===== src/rtl/led_pkg.sv =====
// Shared types and helpers for the multi-channel LED driver.
package led_pkg;

   typedef enum logic [1:0] {
      LED_OFF    = 2'd0,
      LED_ON     = 2'd1,
      LED_BLINK  = 2'd2,
      LED_MIRROR = 2'd3
   } led_mode_e;

   // Prescaler ratio, never allowed below one so a fast tick still pulses every cycle.
   function automatic int div_f(input int clk_hz, input int tick_hz);
      int d;
      d = (tick_hz > 0) ? (clk_hz / tick_hz) : 1;
      return (d < 1) ? 1 : d;
   endfunction

endpackage


===== src/rtl/led_blinker_if.sv =====
// Control/status bundle between the board-support logic and the LED driver.
interface led_blinker_if #(
   parameter int NCH      = 8,
   parameter int PERIOD_W = 16
);
   logic [NCH-1:0][1:0]          mode_i;
   logic [NCH-1:0][PERIOD_W-1:0] half_period_i;
   logic [NCH-1:0]               key_i;
   logic                         sync_i;
   logic                         tick_o;
   logic [NCH-1:0]               led_o;

   modport master (
      output mode_i, half_period_i, key_i, sync_i,
      input  tick_o, led_o
   );

   modport slave (
      input  mode_i, half_period_i, key_i, sync_i,
      output tick_o, led_o
   );
endinterface


===== src/rtl/tick_gen.sv =====
// Shared prescaler: one registered tick pulse every DIV sys_clk cycles.
module tick_gen #(
   parameter int DIV = 1
) (
   input  logic sys_clk,
   input  logic sys_rst,
   output logic tick_o
);
   localparam int CW = (DIV > 1) ? $clog2(DIV) : 1;
   localparam logic [CW-1:0] LAST = CW'(DIV - 1);

   logic [CW-1:0] cnt_q;

   // NOTE: state registers use non-blocking assignments so every flop samples pre-edge values.
   always_ff @(posedge sys_clk) begin
      if (!sys_rst) begin
         cnt_q  <= '0;
         tick_o <= 1'b0;
      end else begin
         tick_o <= (cnt_q == LAST);
         cnt_q  <= (cnt_q == LAST) ? '0 : cnt_q + CW'(1);
      end
   end
endmodule


===== src/rtl/led_blinker.sv =====
// NCH-channel LED driver: off / on / blink on a shared tick / synchronised key mirror.
module led_blinker
   import led_pkg::*;
#(
   parameter int NCH      = 8,
   parameter int CLK_HZ   = 100_000_000,
   parameter int TICK_HZ  = 1000,
   parameter int PERIOD_W = 16
) (
   input  logic          sys_clk,
   input  logic          sys_rst,
   led_blinker_if.slave  bus
);
   localparam int DIV = div_f(CLK_HZ, TICK_HZ);

   logic tick;

   tick_gen #(.DIV(DIV)) u_tick_gen (
      .sys_clk (sys_clk),
      .sys_rst (sys_rst),
      .tick_o  (tick)
   );

   assign bus.tick_o = tick;

   for (genvar i = 0; i < NCH; i++) begin : g_ch
      led_mode_e           mode;
      led_mode_e           prev_mode_q;
      logic [PERIOD_W-1:0] half;
      logic [PERIOD_W-1:0] cnt_q;
      logic [1:0]          key_sync_q;
      logic                led_q;

      assign mode = led_mode_e'(bus.mode_i[i]);
      // A zero half-period would never toggle; treat it as one tick.
      assign half = (bus.half_period_i[i] == '0) ? PERIOD_W'(1) : bus.half_period_i[i];

      // NOTE: reset is synchronous, so it is only honoured inside the clocked branch.
      always_ff @(posedge sys_clk) begin
         if (!sys_rst) begin
            cnt_q       <= '0;
            led_q       <= 1'b0;
            key_sync_q  <= '0;
            prev_mode_q <= LED_OFF;
         end else begin
            key_sync_q  <= {key_sync_q[0], bus.key_i[i]};
            prev_mode_q <= mode;
            unique case (mode)
               LED_OFF: begin
                  led_q <= 1'b0;
                  cnt_q <= '0;
               end
               LED_ON: begin
                  led_q <= 1'b1;
                  cnt_q <= '0;
               end
               LED_MIRROR: begin
                  led_q <= key_sync_q[1];
                  cnt_q <= '0;
               end
               LED_BLINK: begin
                  if (bus.sync_i || prev_mode_q != LED_BLINK) begin
                     led_q <= 1'b1;
                     cnt_q <= '0;
                  end else if (tick) begin
                     // >= lets a freshly lowered half-period take effect on the next tick.
                     if (cnt_q >= half - PERIOD_W'(1)) begin
                        led_q <= ~led_q;
                        cnt_q <= '0;
                     end else begin
                        cnt_q <= cnt_q + PERIOD_W'(1);
                     end
                  end
               end
               default: begin
                  led_q <= 1'b0;
                  cnt_q <= '0;
               end
            endcase
         end
      end

      assign bus.led_o[i] = led_q;
   end
endmodule

===== src/flat_wrapper.sv =====
// flat-port wrapper written by rule: the top's interface ports become plain ports
module led_blinker_flat import led_pkg::*;
#(
   parameter int NCH      = 8,
   parameter int CLK_HZ   = 100_000_000,
   parameter int TICK_HZ  = 1000,
   parameter int PERIOD_W = 16
)
  (sys_clk, sys_rst, bus_mode_i, bus_half_period_i, bus_key_i, bus_sync_i, bus_tick_o, bus_led_o);
  led_blinker_if #(.NCH(NCH), .PERIOD_W(PERIOD_W)) bus_i ();
  input  logic sys_clk;
  input  logic sys_rst;
  input wire logic [$bits(bus_i.mode_i)-1:0] bus_mode_i;
  input wire logic [$bits(bus_i.half_period_i)-1:0] bus_half_period_i;
  input wire logic [$bits(bus_i.key_i)-1:0] bus_key_i;
  input wire logic [$bits(bus_i.sync_i)-1:0] bus_sync_i;
  output wire logic [$bits(bus_i.tick_o)-1:0] bus_tick_o;
  output wire logic [$bits(bus_i.led_o)-1:0] bus_led_o;
  assign bus_i.mode_i = bus_mode_i;
  assign bus_i.half_period_i = bus_half_period_i;
  assign bus_i.key_i = bus_key_i;
  assign bus_i.sync_i = bus_sync_i;
  assign bus_tick_o = bus_i.tick_o;
  assign bus_led_o = bus_i.led_o;
  led_blinker #(.NCH(NCH), .CLK_HZ(CLK_HZ), .TICK_HZ(TICK_HZ), .PERIOD_W(PERIOD_W)) u_core (.sys_clk(sys_clk), .sys_rst(sys_rst), .bus(bus_i));
endmodule

===== config.mk =====
export PLATFORM = sky130hd
export DESIGN_NAME = led_blinker_flat
export DESIGN_NICKNAME = d
export VERILOG_FILES = /design/src/rtl/led_pkg.sv /design/src/rtl/led_blinker_if.sv /design/src/rtl/tick_gen.sv /design/src/rtl/led_blinker.sv /design/src/flat_wrapper.sv
export SDC_FILE = /design/constraint.sdc
export NUM_CORES = 1
export LEC_CHECK = 0
export ABC_AREA = 0
export CORE_AREA = 2 2 195 197
export DETAILED_ROUTE_END_ITERATION = 6
export DIE_AREA = 0 0 197 199
export PLACE_DENSITY_LB_ADDON = 0.08
export SKIP_CTS_REPAIR_TIMING = 1
export SYNTH_ARGS = -nofsm -noshare
export SYNTH_HDL_FRONTEND = slang
export SYNTH_HIERARCHICAL = 1
export SYNTH_SLANG_ARGS = --single-unit

===== constraint.sdc =====
create_clock -name sys_clk -period 4.63 [get_ports sys_clk]
set_input_delay 0.926 -clock sys_clk [delete_from_list [all_inputs] [get_ports sys_clk]]
set_output_delay 0.926 -clock sys_clk [all_outputs]
set_load 0.02 [all_outputs]

=== After elaboration in Yosys (flattened, before gate mapping) ===
Cells that the tools add are included.

* Add/sub/neg operators: 17
* $lt $le $gt $ge: 8
* Equal/unequal tests: 49
* Muxes and demuxes: 72
* Bitwise gates (word level): 9
* Reductions and logical operators: 41

{| class="wikitable"
|+ Operators with widths
! kind !! count
|-
| $mux 16 || 32
|-
| $pmux 16 s2 || 8
|-
| $add 16x1->16 const B || 8
|-
| $ge 16x16->1 || 8
|-
| $logic_not 16->1 || 8
|-
| $sub 16x1->16 const B || 8
|-
| $eq 2x2->1 const B || 16
|-
| $pmux 1 s4 || 8
|-
| $mux 1 || 24
|-
| $ne 3x1->1 const B || 8
|-
| $ne 3x2->1 const B || 8
|-
| $reduce_or 3->1 || 8
|-
| $add 17x1->17 const B || 1
|-
| $eq 17x17->1 const B || 1
|-
| $eq 2x1->1 const B || 8
|-
| $logic_not 2->1 || 8
|-
| $ne 2x2->1 const B || 8
|-
| $reduce_and 2->1 || 8
|-
| $not 1->1 || 9
|-
| $logic_or 1x1->1 || 8
|-
| $reduce_or 2->1 || 1
|}

* Flip-flop bits (word level): 186
* Input port bits: 155
* Output and inout port bits: 9
* Logic and storage cells: 230

=== Logic depth before layout (Yosys ltp) ===
Gate-level depths: netlist of run 1.

* Depth in word-level cells: 8
* Mapped depth: 18

=== Modules after synthesis ===
The synthesis of run 1 kept the hierarchy.

{| class="wikitable"
|+ By module, submodules not included
! module !! times used !! cells each !! area each (sq um) !! sequential area each (sq um)
|-
| led_blinker || 1 || 1,428 || 12,054.1 || 3,363.2
|-
| tick_gen || 1 || 90 || 794.5 || 360.3
|}

=== Least setup slack after synthesis of run 1 ===
Ideal clock, no wire load.

* Kind: input port to flip-flop
* Start: input bus_half_period_i[16]
* End: register u_core.g_ch[1].cnt_q[0]
* Library setup time: 0.117 ns
* Arrival: 4.263 ns
* Slack: 0.250 ns
* Cell stages on the path: 16
* Path buffers: 1
* Cell sequence: or4_4 or4_4 nor4_4 nor2_1 ha_1 nand2_1 or4_1 or2_2 nor4_1 xnor2_1 ha_1 nand4_1 or3_1 o211ai_2 buf_2 nor2_1

* Word-level cells in the longest chain between the ends: 8

{| class="wikitable"
|+ Ends and longest elaborated chain
! item !! RTL line !! RTL
|-
| start: declaration || flat_wrapper.sv:14 || <nowiki>input wire logic [$bits(bus_i.half_period_i)-1:0] bus_half_period_i;</nowiki>
|-
| $logic_not 16->1 || led_blinker.sv:36 || <nowiki>assign half = (bus.half_period_i[i] == '0) ? PERIOD_W'(1) : bus.half_period_i[i];</nowiki>
|-
| $mux 16 * || led_blinker.sv:36 ||
|-
| $sub 16x1->16 * || led_blinker.sv:67 || <nowiki>if (cnt_q >= half - PERIOD_W'(1)) begin</nowiki>
|-
| $ge 16x16->1 * || led_blinker.sv:67 ||
|-
| $mux 16 * || led_blinker.sv:67 ||
|-
| $mux 16 * || led_blinker.sv:65 || <nowiki>end else if (tick) begin</nowiki>
|-
| $mux 16 * || led_blinker.sv:62 || <nowiki>if (bus.sync_i || prev_mode_q != LED_BLINK) begin</nowiki>
|-
| $pmux 16 s2 * || led_blinker.sv:48 || <nowiki>unique case (mode)</nowiki>
|-
| end signal: assignment || led_blinker.sv:71 || <nowiki>cnt_q <= cnt_q + PERIOD_W'(1);</nowiki>
|-
| end: declaration || led_blinker.sv:30 || <nowiki>logic [PERIOD_W-1:0] cnt_q;</nowiki>
|}

Every way passes the cells marked *; elsewhere a longest branch is shown, timed or not. The select of a mux whose other input is x is not followed.
A chain may end at the register's enable or synchronous reset.

=== Worst setup path after layout of run 1 ===
* Start: input bus_half_period_i[87]
* End: register u_core.g_ch[5].cnt_q[1]

* Word-level cells in the longest chain between the ends: 8

{| class="wikitable"
|+ Ends and longest elaborated chain
! item !! RTL line
|-
| $logic_not 16->1 || led_blinker.sv:36
|-
| $mux 16 * || led_blinker.sv:36
|-
| $sub 16x1->16 * || led_blinker.sv:67
|-
| $ge 16x16->1 * || led_blinker.sv:67
|-
| $mux 16 * || led_blinker.sv:67
|-
| $mux 16 * || led_blinker.sv:65
|-
| $mux 16 * || led_blinker.sv:62
|-
| $pmux 16 s2 * || led_blinker.sv:48
|-
| end signal: assignment || led_blinker.sv:71
|-
| end: declaration || led_blinker.sv:30
|}

Marked as above.

==> results of run 1 <==
## stage by stage
stage | setup TNS, ns | total power, mW
after floorplan | 0 | 1.88
after CTS | 0 | 3.64
after detailed placement | -6.77 | 2.16
after global placement | -5.38 | 2.15
final | 0 | 3.57
after global routing | -0.0162 | 3.76
## flip-flops by register name, indices dropped and copies added, names as in the netlist
signal and flops:
u_core/g_ch.key_sync_q 16, u_core/g_ch.prev_mode_q 16, u_core/g_ch.led_q 8, u_core/u_tick_gen/tick_o 1
u_core/g_ch.cnt_q 128, u_core/u_tick_gen/cnt_q 17
## synthesized netlist by cell type (all sizes together) (10+ instances only)
cell,count
nand4,60
and3,16
xor2,96
clkbuf,10
or3,18
nand2,113
nor2,238
nand3,44
ha,145
a21oi,41
o31a,12
or4,15
xnor2,129
nand2b,29
nor4,28
o21ai,16
mux2i,10
and2,42
inv,36
nor3,57
a21o,46
dfxtp,186
buf,23
## worst min-delay path by stage
stage,start,end,slack [ns]
after floorplan,u_core/g_ch[0].key_sync_q[0],u_core/g_ch[0].key_sync_q[1],0.41
after global placement,u_core/g_ch[1].key_sync_q[0],u_core/g_ch[1].key_sync_q[1],0.42
after detailed placement,u_core/g_ch[2].key_sync_q[0],u_core/g_ch[2].key_sync_q[1],0.42
after CTS,u_core/g_ch[1].key_sync_q[0],u_core/g_ch[1].key_sync_q[1],0.44
after global routing,u_core/g_ch[1].key_sync_q[0],u_core/g_ch[1].key_sync_q[1],0.45
final,u_core/g_ch[1].key_sync_q[0],u_core/g_ch[1].key_sync_q[1],0.44
## cell families (layout without fill, tap and decap cells)
kind of cell    Yosys count  after routing
simple gates            702            702
xor+xnor                225            225
other cells               0              1
compound gates          181            181
flops                   186            186
buf+inv                  69            326
fa+ha+maj               145            145
mux                      10             10
## per-layer routing
metal	up-vias	routed length [µm]
met5	-	0
met4	0	224
met3	13	784
met2	104	14000
met1	5050	15500
li1	5869	-
## worst reg2reg max path, stage by stage (launching register included)
cell	delay (ns)
dfxtp_1	0.39
inv_1	0.07
ha_1	0.28
nand2b_1	0.14
a2111o_1	0.41
a32oi_1	0.20
nand4_1	0.19
or3b_1	0.42
a31oi_1	0.17
## area by class of cell
type	count	area, µm²	share of cell area [%]
Clock inverter	14	138	0.847
Clock buffer	18	439	2.70
Tap cell	474	593	3.65
Inverter	36	135	0.832
Timing Repair Buffer	258	2400	14.8
Antenna cell	1	2.50	0.0154
Sequential cell	186	3720	22.9
Multi-Input combinational cell	1263	8820	54.3
## power groups by stage
stage | clock [mW] | sequential [mW] | combinational (mW)
floorplan | 0 | 1.67 | 0.216
global placement | 0 | 1.67 | 0.482
detailed placement | 0 | 1.67 | 0.485
CTS | 1.52 | 1.63 | 0.490
global route | 1.58 | 1.64 | 0.539
finish | 1.45 | 1.63 | 0.483
==> flow_summary.ini, run 1 <==
[placed_design]
dp_slack_ns = -0.275
hpwl_mm = 23.8
place.gp.congestion = 0.778
placed_area_um2 = 15700
io_buffer_count = 163
dp_cells = 2217

[clocking]
path_clk_slew_ns = 0.07
clkSinkCount = 186
cts_buffers = 17
htreeDepth = 4
clk_latency_ns = 0.44
cts_tree = done
cts_root_buffer = clkbuf_16
cts_buffer_depth = 2

[logic_synthesis]
synth_edf_count = 0
synth_area_leader_cell = dfxtp_1
yosysSeqAreaShare_pct = 29.0
synth_warnings = 6
synth_compound_area_share_pct = 10.4
synth-xor-area-share_pct = 15.3
synth_flop_cell = dfxtp_1
ys_ff_latch = 186
yosysUniqueCellTypes = 72
synth_top_area_share_pct = 29.0
synth_top_family_by_area = simple AND/OR/NAND/NOR gates
syn-num-nets = 1818
synth_mux_area_share_pct = 0.779
postSynthCellCount = 1518
synth_fa_ha_area_share_pct = 14.1
synthSimpleGateAreaFrac_pct = 27.8
synthTopCellsByArea = dfxtp_1 (29%), ha_1 (14%), xnor2_1 (8.8%), nor2_1 (7.0%), xor2_1 (6.5%)
synth.avg_cell_area_um2 = 8.46
synthArstFlopShare_pct = 0
syn_area_um2 = 12800

[timing]
fin_hold_ws_ns = 0.437
fmax_ghz = 0.233
finalCritPeriodShare_pct = 92.8
finalHoldViolCount = 0
finClkSkew_ns = 0.00769
layout_min_cycle_time_ns = 4.30
fin_ws_ns = 0.333
setup_viol = 0
slew_headroom_pct = 41.3
final_max_slew_viol_count = 0
worstMarginPinSlew_ns = 0.880

[worst_setup_path]
cp_max_fo = 16
r2r-end = u_core/g_ch[4].cnt_q[11]
worstPathCellList = clkdlybuf4s50_1 > or3_1 > or4b_1 > nor4_2 > a21oi_1 > ha_1 > nor3b_1 > nand2_1 > nor2_1 > nand2_1 > xor2_1 > ha_1 > a21o_1 > a211o_1 > a211oi_2 > o21ai_1 > buf_4 > a21oi_1
crit_start = bus_half_period_i[87]
path_class = primary input to flop
crit_buf_inv = 2
cp_num_cells = 18
slowest_delay_ns = 0.53
crit_path_start_kind = primary input
cp.required_ns = 5.00
worstSetupEndpointType = flop
cp_top_family = simple AND/OR/NAND/NOR gates
r2r_slack_ns = 2.28
critPathArrivalTime_ns = 4.67
r2r_cells = 8
slowest_stage = or4b_1
cp-endpoint = u_core/g_ch[5].cnt_q[1]
reg2reg_from = u_core/g_ch[4].cnt_q[0]

[routing]
num_vias = 11000
post_drt_wl_per_cell_um = 13.5
dr.first_iter.drc_count = 494
dr.pass1.iters = 5
postRouteAntennaNets = 0
drc = 0
routed_wl_mm = 30.5
viasPerCell = 4.90

[die]
num_rows = 71
die_x_um = 197
core_area_um2 = 37100
dieArea_um2 = 39200
initial_utilization_pct = 34.6
ios = 164
die_y_um = 199

[min_path]
whs_path_depth = 1
min_path_type = flop to flop

[global_routing]
grt_pass1_wl_mm = 50.8
busiest_layer = met2
grt_start_max_net_pins = 33
met3_usage_pct = 2.75
grtUsageMet1_pct = 21.4
antenna_found_initial = 0
grt_pass1_vias = 10600
met2_usage_pct = 26.3
track_usage_pct = 15.8
gr-total-overflow = 0

[pwr]
intPower_mw = 2.66
power_density_nw_per_um2 = 220
p_clk_share_pct = 40.7
netSwitchingPower_mw = 0.909
swShare_pct = 25.5
ir_drop_uv = 248
power_frac_seq_pct = 45.8
p_leak_nw = 6.29
combPwrFrac_pct = 13.5

[cells_and_area]
finalNonFillerCells = 2250
final_cell_mix = nor2_1 (238), dfxtp_1 (185), clkdlybuf4s50_1 (162)
post-route-util_pct = 43.8
final_common_cell = nor2_1
drive_above_1_share_pct = 9.58
area_growth_pct = 26.5
final_area_um2 = 16300
layout.nets = 2062
fill_cells = 3764

[job]
cap_violations = 0

[run_status]
status = completed
Note: power is estimated with default switching activity, not from simulation.
==> inputs of run 2 (changes only) <==
- CORE_AREA: 2 2 195 197 -> 2 2 172 174
- DIE_AREA: 0 0 197 199 -> 0 0 174 176
- REMOVE_ABC_BUFFERS: not set -> 1
==> flow_summary.ini, run 2 (synthesis results as in run 1) <==
[clocking]
cts_buffer_depth = 2
clkSinkCount = 186
cts_buffers = 17
htreeDepth = 4
clk_latency_ns = 0.43
cts_root_buffer = clkbuf_16
cts_tree = done
path_clk_slew_ns = 0.07

[global_routing]
antenna_found_initial = 0
grt_start_max_net_pins = 45
gr-total-overflow = 0
track_usage_pct = 19.4
grt_pass1_vias = 10800
grt_pass1_wl_mm = 50.0

[worst_setup_path]
cp_max_fo = 8
critPathArrivalTime_ns = 4.80
path_class = primary input to flop
crit_start = bus_half_period_i[87]
cp.required_ns = 5.00
r2r_cells = 8
worstSetupEndpointType = flop
crit_path_start_kind = primary input
r2r_slack_ns = 2.25
reg2reg_from = u_core/g_ch[4].cnt_q[0]

[cells_and_area]
drive_above_1_share_pct = 9.60
area_growth_pct = 25.4
final_common_cell = nor2_1
final_cell_mix = nor2_1 (238), dfxtp_1 (185), clkdlybuf4s50_1 (160)
post-route-util_pct = 56.4
reg_top3 = u_core/g_ch.cnt_q: 128 flops, u_core/u_tick_gen/cnt_q: 17 flops
largest_register_ffs = 128
layout.nets = 2057
diodes = 0
fill_cells = 2675
regMostFlops = u_core/g_ch.cnt_q

[timing]
final_max_slew_viol_count = 0
worstMarginPinSlew_ns = 0.900
layout_min_cycle_time_ns = 4.43
finalHoldViolCount = 0
finClkSkew_ns = 0.0123
setup_viol = 0
finalCritPeriodShare_pct = 95.6
finalSetupTns_ns = 0
rsz0062_at_grt = no
fmax_ghz = 0.226
slew_headroom_pct = 40.0

[pwr]
ir_drop_uv = 237
power_density_nw_per_um2 = 218
p_leak_nw = 6.28

[routing]
dr.first_iter.drc_count = 398
post_drt_wl_per_cell_um = 13.4
postRouteAntennaNets = 0
dr.pass1.iters = 5
routed_wl_mm = 28.9
viasPerCell = 5.14
drc = 0
num_vias = 11100

[placed_design]
place.gp.congestion = 0.817
io_buffer_count = 163
hpwl_mm = 22.8

[die]
ios = 164
core_area_um2 = 28500
die_x_um = 174
num_rows = 62
die_y_um = 176
dieArea_um2 = 30600
initial_utilization_pct = 45.0

[job]
cap_violations = 0

[min_path]
min_path_type = flop to flop
whs_path_depth = 1
hold_start = u_core/g_ch[7].key_sync_q[0]

[run_status]
status = completed
[run 2: worst paths after layout]
path	to
max	u_core/g_ch[5].cnt_q[2]
min	u_core/g_ch[7].key_sync_q[1]
max reg2reg	u_core/g_ch[4].cnt_q[11]
min reg2reg	u_core/g_ch[7].key_sync_q[1]
[run 2: layer usage]
layer	vias to the layer above	routed length, µm	track usage (%)
li1	5845	-	-
met1	5071	13900	25.0
met2	129	14000	33.8
met3	21	731	3.25
met4	0	317	4.62
met5	-	0	0
[run 2: cell type report]
type / count / area [µm²] / share of cell area (%)
multi-input combinational: 1263 / 8850 / 54.9
inverter: 36 / 135 / 0.839
tap: 384 / 480 / 2.98
clock buffer: 18 / 439 / 2.73
sequential: 186 / 3720 / 23.1
timing repair buffer: 253 / 2360 / 14.7
clock inverter: 14 / 128 / 0.792
[run 2: through the flow]
step	power [mW]	cell area, µm²	std cells	setup slack, ns	hold slack, ns
CTS	3.57	16100	2153	-0.0778	0.434
floorplan	1.87	12700	1485	0.259	0.412
finish	3.51	16100	2154	0.203	0.433
global placement	2.14	15500	2121	-0.414	0.414
global route	3.69	16100	2154	0.00849	0.451
detailed placement	2.15	15500	2121	-0.500	0.419
[run 2: worst max-delay path, stage by stage]
cell and delay [ns]:
clkdlybuf4s50_1 0.41, or3_1 0.39, or4b_4 0.54, nor4_4 0.28, a21oi_2 0.10, ha_1 0.20, nor3b_1 0.16, nand2_1 0.10
nor2_1 0.08, nand2_1 0.07, xor2_1 0.15, ha_1 0.26, a21o_1 0.16, a211o_1 0.29, a211oi_2 0.15, buf_4 0.15
o21ai_2 0.06, buf_4 0.22, nor2_1 0.09
[run 2: power breakdown]
| part | internal [mW] | switching (mW) | leakage, nW |
|---|---|---|---|
| Combinational | 0.269 | 0.211 | 4.50 |
| Clock | 0.724 | 0.675 | 0.274 |
| Sequential | 1.62 | 0.0118 | 1.51 |
